==> config.mk <==
export PLATFORM = sky130hd
export DESIGN_NAME = fft_stage_sequencer
export DESIGN_NICKNAME = d
export VERILOG_FILES = /design/src/rtl/fft_pkg.sv /design/src/rtl/fft_addr_gen.sv /design/src/rtl/fft_stage_sequencer.sv
export SDC_FILE = /design/constraint.sdc
export NUM_CORES = 1
export LEC_CHECK = 0
export ABC_AREA = 1
export ABC_CLOCK_PERIOD_IN_PS = 1750
export BUFFER_PORTS_ARGS = -buffer_cell sky130_fd_sc_hd__buf_2
export CORE_ASPECT_RATIO = 0.6
export CORE_MARGIN = 5
export CORE_UTILIZATION = 49
export DETAILED_ROUTE_END_ITERATION = 12
export PLACE_DENSITY = 0.81
export SLEW_MARGIN = 25
export SYNTH_ARGS = -nofsm -noshare
export SYNTH_HDL_FRONTEND = slang
export SYNTH_SLANG_ARGS = --single-unit
==> constraint.sdc <==
create_clock -name clk -period 1.75 [get_ports clk]
set_input_delay 0.525 -clock clk [delete_from_list [all_inputs] [get_ports clk]]
set_output_delay 0.525 -clock clk [all_outputs]
set_load 0.01 [all_outputs]
==> src/rtl/fft_pkg.sv <==
`default_nettype none
// ============================================================================
// fft_pkg
// Shared state encoding and sizing helpers for the radix-2 FFT sequencer.
// Revision: 1.0
// ============================================================================
package fft_pkg;

  typedef enum logic [1:0] {
    IDLE  = 2'd0,
    ISSUE = 2'd1,
    DRAIN = 2'd2,
    DONE  = 2'd3
  } fft_state_e;

  localparam int DEF_LOG2N = 3;
  localparam int NPTS      = 1 << DEF_LOG2N;
  localparam int HALF      = NPTS / 2;

  function automatic int npts(input int log2n);
    return 1 << log2n;
  endfunction

  function automatic int addr_w(input int log2n);
    return log2n;
  endfunction

  function automatic int tw_w(input int log2n);
    return log2n - 1;
  endfunction

  function automatic int stage_w(input int log2n);
    return (log2n < 2) ? 1 : $clog2(log2n);
  endfunction

endpackage
`default_nettype wire

==> src/rtl/fft_addr_gen.sv <==
`default_nettype none
// ============================================================================
// fft_addr_gen
// Combinational DIT butterfly address/twiddle generator: (s, k) -> (a, b, tw).
// Revision: 1.0
// ============================================================================
module fft_addr_gen
  import fft_pkg::*;
#(
  parameter int LOG2N = 3
) (
  input  logic [stage_w(LOG2N)-1:0] i_s,
  input  logic [LOG2N-2:0]          i_k,
  output logic [LOG2N-1:0]          o_a,
  output logic [LOG2N-1:0]          o_b,
  output logic [LOG2N-2:0]          o_tw
);

  localparam int c_aw = addr_w(LOG2N);
  localparam int c_tw = tw_w(LOG2N);
  localparam int c_sw = stage_w(LOG2N);
  localparam logic [c_sw-1:0] c_s_max = c_sw'(LOG2N - 1);

  logic [c_tw-1:0] w_pos;
  logic [c_tw-1:0] w_grp;
  logic [c_aw-1:0] w_half;
  logic [c_aw-1:0] w_a;

  // At the last stage 1<<s overflows the twiddle width, which conveniently
  // leaves an all-ones mask (every k bit is a position bit).
  always_comb begin
    w_half = c_aw'(1) << i_s;
    w_pos  = i_k & ((c_tw'(1) << i_s) - c_tw'(1));
    w_grp  = i_k >> i_s;
    w_a    = (({1'b0, w_grp} << i_s) << 1) | {1'b0, w_pos};
  end

  assign o_a  = w_a;
  assign o_b  = w_a | w_half;
  assign o_tw = w_pos << (c_s_max - i_s);

endmodule
`default_nettype wire

==> src/rtl/fft_stage_sequencer.sv <==
`default_nettype none
// ============================================================================
// fft_stage_sequencer
// Stage/butterfly walker for an in-place radix-2 DIT FFT with delayed write-back.
// Revision: 1.0
// ============================================================================
module fft_stage_sequencer
  import fft_pkg::*;
#(
  parameter int LOG2N  = 3,
  parameter int BF_LAT = 2
) (
  input  logic                      clk,
  input  logic                      rst_n,
  input  logic                      start,
  output logic                      busy,
  output logic                      done,
  output logic [stage_w(LOG2N)-1:0] stage,
  output logic                      rd_en,
  output logic [LOG2N-1:0]          rd_addr_a,
  output logic [LOG2N-1:0]          rd_addr_b,
  output logic [LOG2N-2:0]          tw_idx,
  output logic                      wr_en,
  output logic [LOG2N-1:0]          wr_addr_a,
  output logic [LOG2N-1:0]          wr_addr_b
);

  localparam int c_aw   = addr_w(LOG2N);
  localparam int c_tw   = tw_w(LOG2N);
  localparam int c_sw   = stage_w(LOG2N);
  localparam int c_dw   = $clog2(BF_LAT + 1);
  localparam int c_half = npts(LOG2N) / 2;

  localparam logic [c_tw-1:0] c_k_last = c_tw'(c_half - 1);
  localparam logic [c_sw-1:0] c_s_last = c_sw'(LOG2N - 1);
  localparam logic [c_dw-1:0] c_d_last = c_dw'(BF_LAT - 1);

  fft_state_e      r_state, w_state_nxt;
  logic [c_sw-1:0] r_stage, w_stage_nxt;
  logic [c_tw-1:0] r_k, w_k_nxt;
  logic [c_dw-1:0] r_drain, w_drain_nxt;

  logic [c_aw-1:0] w_gen_a, w_gen_b;
  logic [c_tw-1:0] w_gen_tw;
  logic [c_aw-1:0] r_rd_a, r_rd_b;
  logic [c_tw-1:0] r_tw;
  logic            w_rd_en;

  logic [BF_LAT-1:0]           r_sr_v;
  logic [BF_LAT-1:0][c_aw-1:0] r_sr_a;
  logic [BF_LAT-1:0][c_aw-1:0] r_sr_b;

  always_ff @(posedge clk or negedge rst_n) begin
    if (!rst_n) begin
      r_state <= IDLE;
      r_stage <= '0;
      r_k     <= '0;
      r_drain <= '0;
    end else begin
      r_state <= w_state_nxt;
      r_stage <= w_stage_nxt;
      r_k     <= w_k_nxt;
      r_drain <= w_drain_nxt;
    end
  end

  always_comb begin
    w_state_nxt = r_state;
    w_stage_nxt = r_stage;
    w_k_nxt     = r_k;
    w_drain_nxt = r_drain;
    case (r_state)
      IDLE: begin
        if (start) begin
          w_state_nxt = ISSUE;
          w_stage_nxt = '0;
          w_k_nxt     = '0;
        end
      end
      ISSUE: begin
        if (r_k == c_k_last) begin
          w_state_nxt = DRAIN;
          w_drain_nxt = '0;
        end else begin
          w_k_nxt = r_k + c_tw'(1);
        end
      end
      DRAIN: begin
        if (r_drain == c_d_last) begin
          if (r_stage == c_s_last) begin
            w_state_nxt = DONE;
          end else begin
            w_state_nxt = ISSUE;
            w_stage_nxt = r_stage + c_sw'(1);
            w_k_nxt     = '0;
          end
        end else begin
          w_drain_nxt = r_drain + c_dw'(1);
        end
      end
      DONE:    w_state_nxt = IDLE;
      default: w_state_nxt = IDLE;
    endcase
  end

  // Addresses are computed from the next (s, k) and registered, so they are
  // aligned with rd_en, reset to zero, and hold outside ISSUE.
  fft_addr_gen #(
    .LOG2N (LOG2N)
  ) u_addr_gen (
    .i_s  (w_stage_nxt),
    .i_k  (w_k_nxt),
    .o_a  (w_gen_a),
    .o_b  (w_gen_b),
    .o_tw (w_gen_tw)
  );

  always_ff @(posedge clk or negedge rst_n) begin
    if (!rst_n) begin
      r_rd_a <= '0;
      r_rd_b <= '0;
      r_tw   <= '0;
    end else if (w_state_nxt == ISSUE) begin
      r_rd_a <= w_gen_a;
      r_rd_b <= w_gen_b;
      r_tw   <= w_gen_tw;
    end
  end

  assign w_rd_en = (r_state == ISSUE);

  always_ff @(posedge clk or negedge rst_n) begin
    if (!rst_n) begin
      r_sr_v <= '0;
      r_sr_a <= '0;
      r_sr_b <= '0;
    end else begin
      r_sr_v[0] <= w_rd_en;
      r_sr_a[0] <= r_rd_a;
      r_sr_b[0] <= r_rd_b;
      for (int i = 1; i < BF_LAT; i++) begin
        r_sr_v[i] <= r_sr_v[i-1];
        r_sr_a[i] <= r_sr_a[i-1];
        r_sr_b[i] <= r_sr_b[i-1];
      end
    end
  end

  assign busy      = (r_state == ISSUE) || (r_state == DRAIN);
  assign done      = (r_state == DONE);
  assign stage     = r_stage;
  assign rd_en     = w_rd_en;
  assign rd_addr_a = r_rd_a;
  assign rd_addr_b = r_rd_b;
  assign tw_idx    = r_tw;
  assign wr_en     = r_sr_v[BF_LAT-1];
  assign wr_addr_a = r_sr_a[BF_LAT-1];
  assign wr_addr_b = r_sr_b[BF_LAT-1];

endmodule
`default_nettype wire
==> results.py, run 1 <==
metrics = {
    "place": {
        "place_congestion": 0.766,
        "dp.cells": 213,
        "dp_slack_ns": -0.103,
        "port_buffers": 22,
        "dpl.hpwl_mm": 2.11,
        "place_area_mm2": 0.00163,
    },
    "global_route": {
        "grt_pass1_wl_mm": 5.33,
        "grt_use_total_pct": 17.7,
        "grt-ovfl-total": 0,
        "grt_max_degree": 31,
        "grt_pass1_vias": 1125,
        "antenna_found_initial": 0,
    },
    "run_status": {
        "status": "complete, but fails checks",
        "violations": "setup timing",
    },
    "final_layout": {
        "diodes": 0,
        "finalInstanceArea_mm2": 0.00204,
        "syn2layout_area_growth_pct": 44.6,
        "final_core_util_pct": 72.6,
        "stdcell_count": 236,
        "nets": 214,
        "drive_above_1_share_pct": 49.0,
    },
    "floorplanning": {
        "io_pins": 23,
        "die_area_mm2": 0.00409,
        "initial_core_util_pct": 50.2,
        "fp.dieH_um": 51.6,
        "fp.dieW_um": 79.3,
        "core_area_mm2": 0.00282,
        "num_rows": 15,
    },
    "synthesis": {
        "synth_compound_area_share_pct": 2.75,
        "ys_warn_count": 0,
        "synthXorXnorAreaFrac_pct": 0.620,
        "synth_top_family_by_area": "simple AND/OR/NAND/NOR gates",
        "syn_area_per_cell_um2": 9.11,
        "synth_area_leaders": "dfrtp_1 53%, nand2_1 15%, ha_1 8.9%",
        "synth_top_cell_by_area": "dfrtp_1",
        "synthesis.area_mm2": 0.00141,
        "yosys.area_share.adder_pct": 8.86,
        "ys_ff_latch": 30,
        "ys_seq_area_share_pct": 53.1,
        "synth.top_cell.area_share_pct": 53.1,
        "syn-num-nets": 168,
        "yosys.area_share.simple_pct": 23.3,
        "syn_inst": 155,
        "synthMuxAreaShare_pct": 0.709,
        "post_synth_num_cell_types": 21,
    },
    "sta": {
        "hold_ws_ns": 0.262,
        "finalSetupViolations": 6,
        "fmax_mhz": 525,
        "setup_slack_ns": -0.154,
        "timing.slew.headroom_pct": 55.7,
        "rsz0062_at_grt": "yes",
        "hold_viol": 0,
        "worst_pin_slew_ns": 0.665,
        "finalSetupTns_ns": -0.442,
        "period_minus_slack_ns": 1.90,
        "skew_ns": 0.00599,
        "fin_crit_sh_pct": 109,
        "finalMaxSlewViolations": 0,
    },
    "power_and_ir_drop": {
        "total_power_mw": 3.63,
        "p_sw_mw": 1.44,
        "clockPowerShare_pct": 24.4,
        "power_leakage_nw": 1.09,
        "netSwitchingFraction_pct": 39.6,
        "vdd_drop_max_v": 0.000958,
        "p_per_area_mw_per_mm2": 1780,
        "cell_internal_pwr_mw": 2.19,
        "p_comb_share_pct": 47.7,
        "seq_power_share_pct": 27.9,
    },
    "clock_tree": {
        "cts_tree": "done",
        "cts_buffer_depth": 2,
        "cts.clk_slew.worst_paths_ns": 0.06,
        "cts_buffers": 5,
        "clockRootBuffer": "clkbuf_8",
        "clock_sinks": 30,
        "htree_levels": 2,
        "insertion_delay_ns": 0.30,
    },
    "worst_setup_path": {
        "cp.depth": 13,
        "arrival_ns": 2.13,
        "rrSetupSlack_ns": -0.15,
        "crit_chain": "inv_2 > ha_4 > nand2_1 > nand2_2 > nand2_2 > nand2_4 > inv_4 > ha_4 > xnor2_4 > nand4_1 > nand2_1 > nand2_1 > nand2_1",
        "rr_worst_depth": 13,
        "startpoint_type": "flip-flop",
        "crit_slowest_cell": "dfrtp_2",
        "crit_fanout": 4,
        "crit_type": "flip-flop to flip-flop",
        "required_ns": 1.98,
        "path_delay_family": "simple AND/OR/NAND/NOR gates",
        "end_kind": "flip-flop",
        "cp_num_buf_inv": 2,
        "slowest_delay_ns": 0.45,
        "cp_common_cell": "nand2_1",
    },
    "job": {
        "cap_violations": 0,
    },
    "routing": {
        "post-route-drc-count": 0,
        "drt-total-wl_mm": 4.15,
        "vias": 1270,
        "post_drt_wl_per_cell_um": 17.6,
        "viasPerCell": 5.38,
        "first_pass_iters": 4,
        "drtIter0Drc": 136,
        "ant_nets": 0,
    },
    "worst_hold_path": {
        "hold_class": "primary input to async pin",
    },
}
## kinds of logic after synthesis
group | Yosys count
XOR/XNOR | 1
flip-flops | 30
AND/OR/NAND/NOR | 77
adder cells (fa/ha/maj) | 10
multiplexers | 1
buffers and inverters | 30
AO/OA/AOI/OAI | 6
## synthesized netlist by cell type, drive strengths merged
cell	number
and3	1
xnor2	1
ha	10
buf	8
o21ai	4
dfrtp	30
mux2i	1
nand4	1
nor2	9
o22ai	1
nand2	56
nand3	10
a21oi	1
inv	22
## layer usage
metal  vias up  global-route usage [%]  share of wire, %
met5         -                       0                 0
met4         0                    11.1               4.8
met3        25                    5.88               8.1
met2        76                    29.5                48
met1       612                    20.0                39
li1        557                       -                 -
## area by class of cell
type / count / area (µm²)
fill: 174 / 772
sequential: 30 / 752
multi-input combinational: 96 / 724
timing repair buffer: 46 / 294
inverter: 22 / 87.6
clock buffer: 6 / 82.6
clock inverter: 2 / 60.1
tap: 34 / 42.5
## power groups by stage
| stage | Sequential [mW] | Clock (mW) | Combinational, mW |
|---|---|---|---|
| floorplan | 1.03 | 0 | 0.848 |
| global placement | 0.999 | 0 | 1.10 |
| detailed placement | 1.01 | 0 | 1.15 |
| CTS | 1.00 | 0.881 | 1.24 |
| global route | 1.04 | 0.930 | 1.84 |
| finish | 1.01 | 0.887 | 1.73 |
## registers in the layout, indices dropped and copies added (netlist names)
signal     cells
r_drain        2
r_k            2
r_sr_a         3
r_sr_b         3
r_sr_v         2
r_state        2
rd_addr_a      3
rd_addr_b      3
stage          2
tw_idx         2
wr_addr_a      3
wr_addr_b      3
## worst paths after layout
check | startpoint | to
worst max-delay path | r_state[1] | tw_idx[1]
worst min-delay path | rst_n | r_state[0]
worst max register to register | r_state[1] | tw_idx[1]
worst min register to register | r_sr_b[1] | wr_addr_b[1]
max in group asynchronous | rst_n | r_state[1]
min in group clk | r_sr_b[1] | wr_addr_b[1]
## cell usage in the layout, fill, tap and decap left out, types with 4 or more instances in the layout
cell type	instances
nand2_2	11
inv_1	13
nand3_1	5
inv_2	7
ha_4	7
buf_4	23
buf_2	22
nor2_1	6
dfrtp_1	29
clkbuf_8	6
nand3_2	4
nand2_1	42
## repair_timing
item,4_1_cts,5_1_grt
hold buffers,0,0
endpoints found under the hold margin,0,0
setup endpoints to repair,8,9
pin swaps,8,16
cloned,0,1
resized for setup,13,28
setup buffers,2,14
Power figures use the tool's default switching activity.
==> run 2, diff against run 1 <==
Settings changed: SKIP_CTS_REPAIR_TIMING set to 1.
==> run 2 against run 1 <==
Compared with the run above:
- the flow still finishes with violations (setup timing)
- cell count fell by 2.5%
- utilization fell by 3.8 points
- clock power fell by 2%
- worst setup slack improved by 0.040 ns
- combinational power fell by 17%
- critical path depth rose by 1
- via count fell by 5.0%
- sequential power barely moved
- first-iteration DRC count fell by 6.6%
- clock skew rose by 0.0011 ns
- maximum frequency rose by 2.1%
- worst hold slack improved by 0.0019 ns
- critical path type unchanged
==> results.py, run 2 (synthesis gave the netlist of run 1 again) <==
metrics = {
    "clock_tree": {
        "cts_buffers": 5,
        "cts_buffer_depth": 2,
        "clock_sinks": 30,
        "cts.clk_slew.worst_paths_ns": 0.07,
        "htree_levels": 2,
        "insertion_delay_ns": 0.29,
        "cts_tree": "done",
        "clockRootBuffer": "clkbuf_8",
    },
    "worst_setup_path": {
        "r2r-start": "r_state[1]",
        "startpoint_type": "flip-flop",
        "crit_fanout": 5,
        "path_delay_family": "simple AND/OR/NAND/NOR gates",
        "crit_slowest_cell": "dfrtp_2",
        "reg2reg_to": "rd_addr_b[1]",
        "crit_type": "flip-flop to flip-flop",
        "crit_chain": "inv_2 > ha_4 > inv_2 > nand2_2 > nand2_2 > nand2_2 > nand2_4 > inv_4 > ha_4 > xnor2_2 > nand3_1 > nand3_1 > nand2_1 > nand2_1",
        "crit_end": "rd_addr_b[1]",
        "slowest_delay_ns": 0.42,
        "cp_common_cell": "nand2_2",
        "critPathLaunch": "r_state[1]",
        "end_kind": "flip-flop",
        "rr_worst_depth": 14,
        "rrSetupSlack_ns": -0.11,
        "cp_num_buf_inv": 3,
        "required_ns": 1.97,
        "cp.depth": 14,
        "arrival_ns": 2.09,
    },
    "final_layout": {
        "n_fill_cell": 181,
        "final_cell_mix": "51 x nand2_1, 29 x dfrtp_1, 22 x buf_2",
        "diodes": 0,
        "regArea_um2": 752,
        "drive_above_1_share_pct": 40.8,
        "multi_input_comb_area_um2": 654,
        "nets": 208,
        "mostFrequentLayoutCell": "nand2_1",
        "syn2layout_area_growth_pct": 37.1,
    },
    "place": {
        "port_buffers": 22,
        "dpl.hpwl_mm": 2.11,
        "place_congestion": 0.766,
        "dp_slack_ns": -0.103,
    },
    "sta": {
        "rsz0062_at_grt": "yes",
        "setup_slack_ns": -0.114,
        "skew_ns": 0.00706,
        "finalSetupTns_ns": -0.260,
        "period_minus_slack_ns": 1.86,
        "timing.slew.headroom_pct": 56.6,
        "fin_crit_sh_pct": 107,
        "finalMaxSlewViolations": 0,
        "worst_pin_slew_ns": 0.651,
        "fmax_mhz": 536,
        "hold_viol": 0,
        "finalSetupViolations": 4,
    },
    "routing": {
        "ant_nets": 0,
        "vias": 1207,
        "viasPerCell": 5.25,
        "drtIter0Drc": 127,
        "post_drt_wl_per_cell_um": 15.6,
        "post-route-drc-count": 0,
        "drt-total-wl_mm": 3.59,
        "first_pass_iters": 4,
    },
    "global_route": {
        "grt_max_degree": 31,
        "antenna_found_initial": 0,
        "grt_pass1_vias": 1065,
        "grt_pass1_wl_mm": 4.85,
        "grt_use_total_pct": 16.0,
        "grt-ovfl-total": 0,
    },
    "power_and_ir_drop": {
        "vdd_drop_max_v": 0.000949,
        "power_leakage_nw": 1.04,
        "p_per_area_mw_per_mm2": 1710,
    },
    "worst_hold_path": {
        "hold_class": "primary input to async pin",
    },
    "floorplanning": {
        "num_rows": 15,
        "fp.dieH_um": 51.6,
        "die_area_mm2": 0.00409,
        "fp.dieW_um": 79.3,
        "core_area_mm2": 0.00282,
        "initial_core_util_pct": 50.2,
        "io_pins": 23,
    },
    "job": {
        "cap_violations": 0,
    },
    "run_status": {
        "violations": "setup timing",
        "status": "complete, but fails checks",
    },
}
## run 2: final cells by class
cell class / count / area share, %
clock buffers: 6 / 4.26
clock inverters: 2 / 3.10
inverters: 22 / 4.52
multi-input cells: 96 / 33.8
flip-flops and latches: 30 / 38.8
well taps: 34 / 2.20
repair buffers: 40 / 13.3
## run 2: worst min path at each step
| stage | startpoint | end | slack [ns] | cells after the start |
|---|---|---|---|---|
| 2_1_floorplan | rst_n | r_drain[0] | 0.23 | 0 |
| 3_3_place_gp | r_sr_b[0] | wr_addr_b[0] | 0.33 | 0 |
| 3_5_place_dp | r_sr_b[1] | wr_addr_b[1] | 0.33 | 0 |
| 4_1_cts | rst_n | stage[0] | 0.28 | 1 |
| 5_1_grt | rst_n | stage[0] | 0.33 | 1 |
| 6_report | rst_n | stage[0] | 0.26 | 1 |
## run 2: worst register-to-register path, cell delays in order (launching register included)
cell     delay (ns)
dfrtp_2        0.42
inv_2          0.08
ha_4           0.18
inv_2          0.06
nand2_2        0.06
nand2_2        0.08
nand2_2        0.07
nand2_4        0.11
inv_4          0.05
ha_4           0.17
xnor2_2        0.18
nand3_1        0.14
nand3_1        0.11
nand2_1        0.06
nand2_1        0.05
## run 2: power by group
| part | internal, mW | switching, mW | total [mW] |
|---|---|---|---|
| Clock | 0.607 | 0.263 | 0.870 |
| Combinational | 0.552 | 0.882 | 1.43 |
| Sequential | 0.906 | 0.104 | 1.01 |
| Total | 2.06 | 1.25 | 3.31 |
## run 2: per-layer routing
metal	share of wire [%]	routed length, µm	GRT usage (%)	up-vias
li1	-	-	-	546
met1	38	1380	18.5	569
met2	49	1760	26.0	67
met3	7.9	283	5.36	25
met4	4.6	166	9.71	0
met5	0	0	0	-
## run 2: through the flow
| stage | hold slack, ns | instance area (µm²) | power [mW] | std cells | utilization (%) |
|---|---|---|---|---|---|
| after floorplan | 0.229 | 1470 | 1.88 | 155 | - |
| after global placement | 0.332 | 1630 | 2.10 | 213 | 57.7 |
| after detailed placement | 0.335 | 1630 | 2.16 | 213 | 57.7 |
| after CTS | 0.284 | 1770 | 3.04 | 221 | 62.8 |
| after global routing | 0.326 | 1940 | 3.50 | 230 | 68.8 |
| final | 0.264 | 1940 | 3.31 | 230 | 68.8 |
==> run 3, diff against run 2 <==
Settings changed: SYNTH_HIERARCHICAL set to 1.
==> run 3 against run 2 <==
Compared with the run above:
- the run still ends with setup timing left
- area after synthesis shrank 0.27%
- sequential power grew 8%
- maximum frequency shrank 11%
- via count grew 7.7%
- register-to-register slack lost 0.22 ns
- final area grew 8.0%
- worst setup slack lost 0.22 ns
- highest routed layer unchanged
==> results.py, run 3 <==
metrics = {
    "run_status": {
        "status": "complete, but fails checks",
        "violations": "setup timing",
    },
    "worst_setup_path": {
        "startpoint_type": "flip-flop",
        "crit_fanout": 4,
        "end_kind": "flip-flop",
        "crit_type": "flip-flop to flip-flop",
        "required_ns": 1.93,
        "rr_worst_depth": 12,
        "rrSetupSlack_ns": -0.33,
        "arrival_ns": 2.26,
        "crit_chain": "inv_2 > ha_4 > inv_2 > a21oi_1 > o21ai_1 > o21ai_2 > inv_2 > ha_4 > buf_4 > or2_4 > nand4_1 > nand2_1",
        "reg2reg_to": "rd_addr_b[0]",
        "r2r-start": "r_state[0]",
        "slowest_delay_ns": 0.39,
        "cp_common_cell": "inv_2",
        "crit_slowest_cell": "dfrtp_1",
    },
    "final_layout": {
        "diodes": 0,
        "syn2layout_area_growth_pct": 48.5,
        "final_cell_mix": "29 x buf_4, 29 x dfrtp_1, 27 x nand2_1",
        "final_core_util_pct": 74.3,
        "drive_above_1_share_pct": 57.1,
        "finalInstanceArea_mm2": 0.00209,
        "nets": 207,
    },
    "routing": {
        "post-route-drc-count": 0,
        "vias": 1300,
        "post_drt_wl_per_cell_um": 18.2,
        "viasPerCell": 5.65,
        "first_pass_iters": 4,
        "drt-total-wl_mm": 4.19,
        "ant_nets": 0,
        "drtIter0Drc": 98,
    },
    "sta": {
        "period_minus_slack_ns": 2.08,
        "finalSetupViolations": 10,
        "hold_viol": 0,
        "worst_pin_slew_ns": 0.625,
        "skew_ns": 0.00382,
        "finalMaxSlewViolations": 0,
        "timing.slew.headroom_pct": 58.3,
        "fmax_mhz": 480,
        "fin_crit_sh_pct": 119,
        "setup_slack_ns": -0.334,
        "rsz0062_at_grt": "yes",
    },
    "global_route": {
        "antenna_found_initial": 0,
        "grt_pass1_vias": 1192,
        "grt_pass1_wl_mm": 5.64,
        "grt-ovfl-total": 0,
        "grt_use_total_pct": 19.2,
        "grt_max_degree": 31,
    },
    "synthesis": {
        "syn-num-nets": 153,
        "synthesis.area_mm2": 0.00141,
        "post_synth_num_cell_types": 24,
        "syn_inst": 141,
        "ys_ff_latch": 30,
        "yosys.area_share.simple_pct": 23.8,
        "synth-edff-count": 0,
        "synth.top_cell.area_share_pct": 53.3,
        "yosysMostFrequentCell": "nand2_1",
        "yosys.area_share.adder_pct": 7.99,
        "synth_ff_type": "dfrtp_1",
        "synth_compound_area_share_pct": 6.22,
        "ys_seq_area_share_pct": 53.3,
        "synth_area_leaders": "dfrtp_1 53%, nand2_1 9.3%, ha_1 8.0%",
        "synthArstFlopShare_pct": 100,
        "synth_top_cell_by_area": "dfrtp_1",
        "synthXorXnorAreaFrac_pct": 0,
        "synth_top_family_by_area": "simple AND/OR/NAND/NOR gates",
        "synth_common_cells": "35 x nand2_1, 30 x dfrtp_1, 15 x inv_1",
        "synthMuxAreaShare_pct": 0.710,
        "ys_warn_count": 6,
        "syn_area_per_cell_um2": 9.99,
    },
    "floorplanning": {
        "io_pins": 23,
        "fp.dieW_um": 79.2,
        "initial_core_util_pct": 50.0,
        "fp.dieH_um": 51.5,
        "core_area_mm2": 0.00282,
        "num_rows": 15,
        "die_area_mm2": 0.00408,
    },
    "clock_tree": {
        "htree_levels": 2,
        "clock_sinks": 30,
        "cts_tree": "done",
        "cts_buffers": 5,
        "clockRootBuffer": "clkbuf_8",
        "cts.clk_slew.worst_paths_ns": 0.07,
        "insertion_delay_ns": 0.29,
        "cts_buffer_depth": 2,
    },
    "worst_hold_path": {
        "hold_class": "primary input to async pin",
    },
    "job": {
        "cap_violations": 0,
    },
    "place": {
        "place_area_mm2": 0.00173,
        "port_buffers": 22,
        "dpl.hpwl_mm": 2.47,
        "dp_slack_ns": -0.226,
        "place_congestion": 0.858,
    },
    "power_and_ir_drop": {
        "p_per_area_mw_per_mm2": 2070,
        "vdd_drop_max_v": 0.00120,
        "power_leakage_nw": 1.07,
    },
}
==> run 3: cell types whose count changed in the layout (fill, tap and decap cells not counted), moves of 2 or more <==
cell and delta:
inv_1 -6, nand2_2 +6, o21ai_2 +2, a21oi_2 +2
nor2_1 -6, buf_6 +3, nand2_1 -24, nand2_4 +3
buf_4 +12, nand4_1 +7, ha_4 -2, nand3_1 -5
==> run 3: critical path, delay by kind of cell (launching register included) <==
family / cells / cell delay [ns]
adder cells (fa/ha/maj): 2 / 0.37
AO/OA/AOI/OAI: 3 / 0.41
buffers and inverters: 4 / 0.45
flip-flops: 1 / 0.39
AND/OR/NAND/NOR: 3 / 0.36
==> run 3: final cells by class <==
class,count,area [µm²]
inverters,18,75.1
fillers,166,723
clock buffers,6,82.6
flip-flops and latches,30,752
repair buffers,53,357
well taps,34,42.5
multi-input cells,87,723
clock inverters,2,60.1
==> run 3: worst max path at each step <==
| stage | start | to | slack (ns) | cells past startpoint |
|---|---|---|---|---|
| after detailed placement | r_state[1] | tw_idx[1] | -0.23 | 15 |
| after global placement | r_state[1] | tw_idx[1] | -0.08 | 11 |
| after global routing | r_state[1] | rd_addr_b[0] | -0.34 | 12 |
| after CTS | r_state[1] | tw_idx[1] | -0.35 | 15 |
| final | r_state[0] | rd_addr_b[0] | -0.33 | 12 |
| after floorplan | r_state[1] | tw_idx[1] | -0.16 | 15 |
==> run 3: per-layer routing <==
layer	vias to the layer above	global-route usage (%)	wire, µm
met5	-	0	0
met4	0	11.1	265
met3	34	5.19	334
met2	85	31.3	1920
met1	619	23.2	1670
li1	562	-	-
==> run 3: metrics by stage <==
stage / total power [mW] / hold WS, ns / cells / TNS (ns)
2_1_floorplan: 2.26 / 0.229 / 141 / -0.649
3_3_place_gp: 2.79 / 0.333 / 213 / -0.218
3_5_place_dp: 2.91 / 0.336 / 213 / -1.20
4_1_cts: 3.80 / 0.272 / 221 / -1.86
5_1_grt: 4.54 / 0.307 / 230 / -2.43
6_report: 4.32 / 0.244 / 230 / -2.08
==> run 3: kinds of logic (layout without fill, tap and decap cells) <==
group,Yosys count,in the layout
simple gates,62,62
flops,30,30
buf+inv,24,79
compound gates,15,15
fa+ha+maj,9,9
mux,1,1
==> run 3: report_power, final <==
part	total [mW]	internal (mW)	switching, mW
Clock	0.881	0.607	0.274
Combinational	2.36	1.01	1.35
Sequential	1.09	0.951	0.135
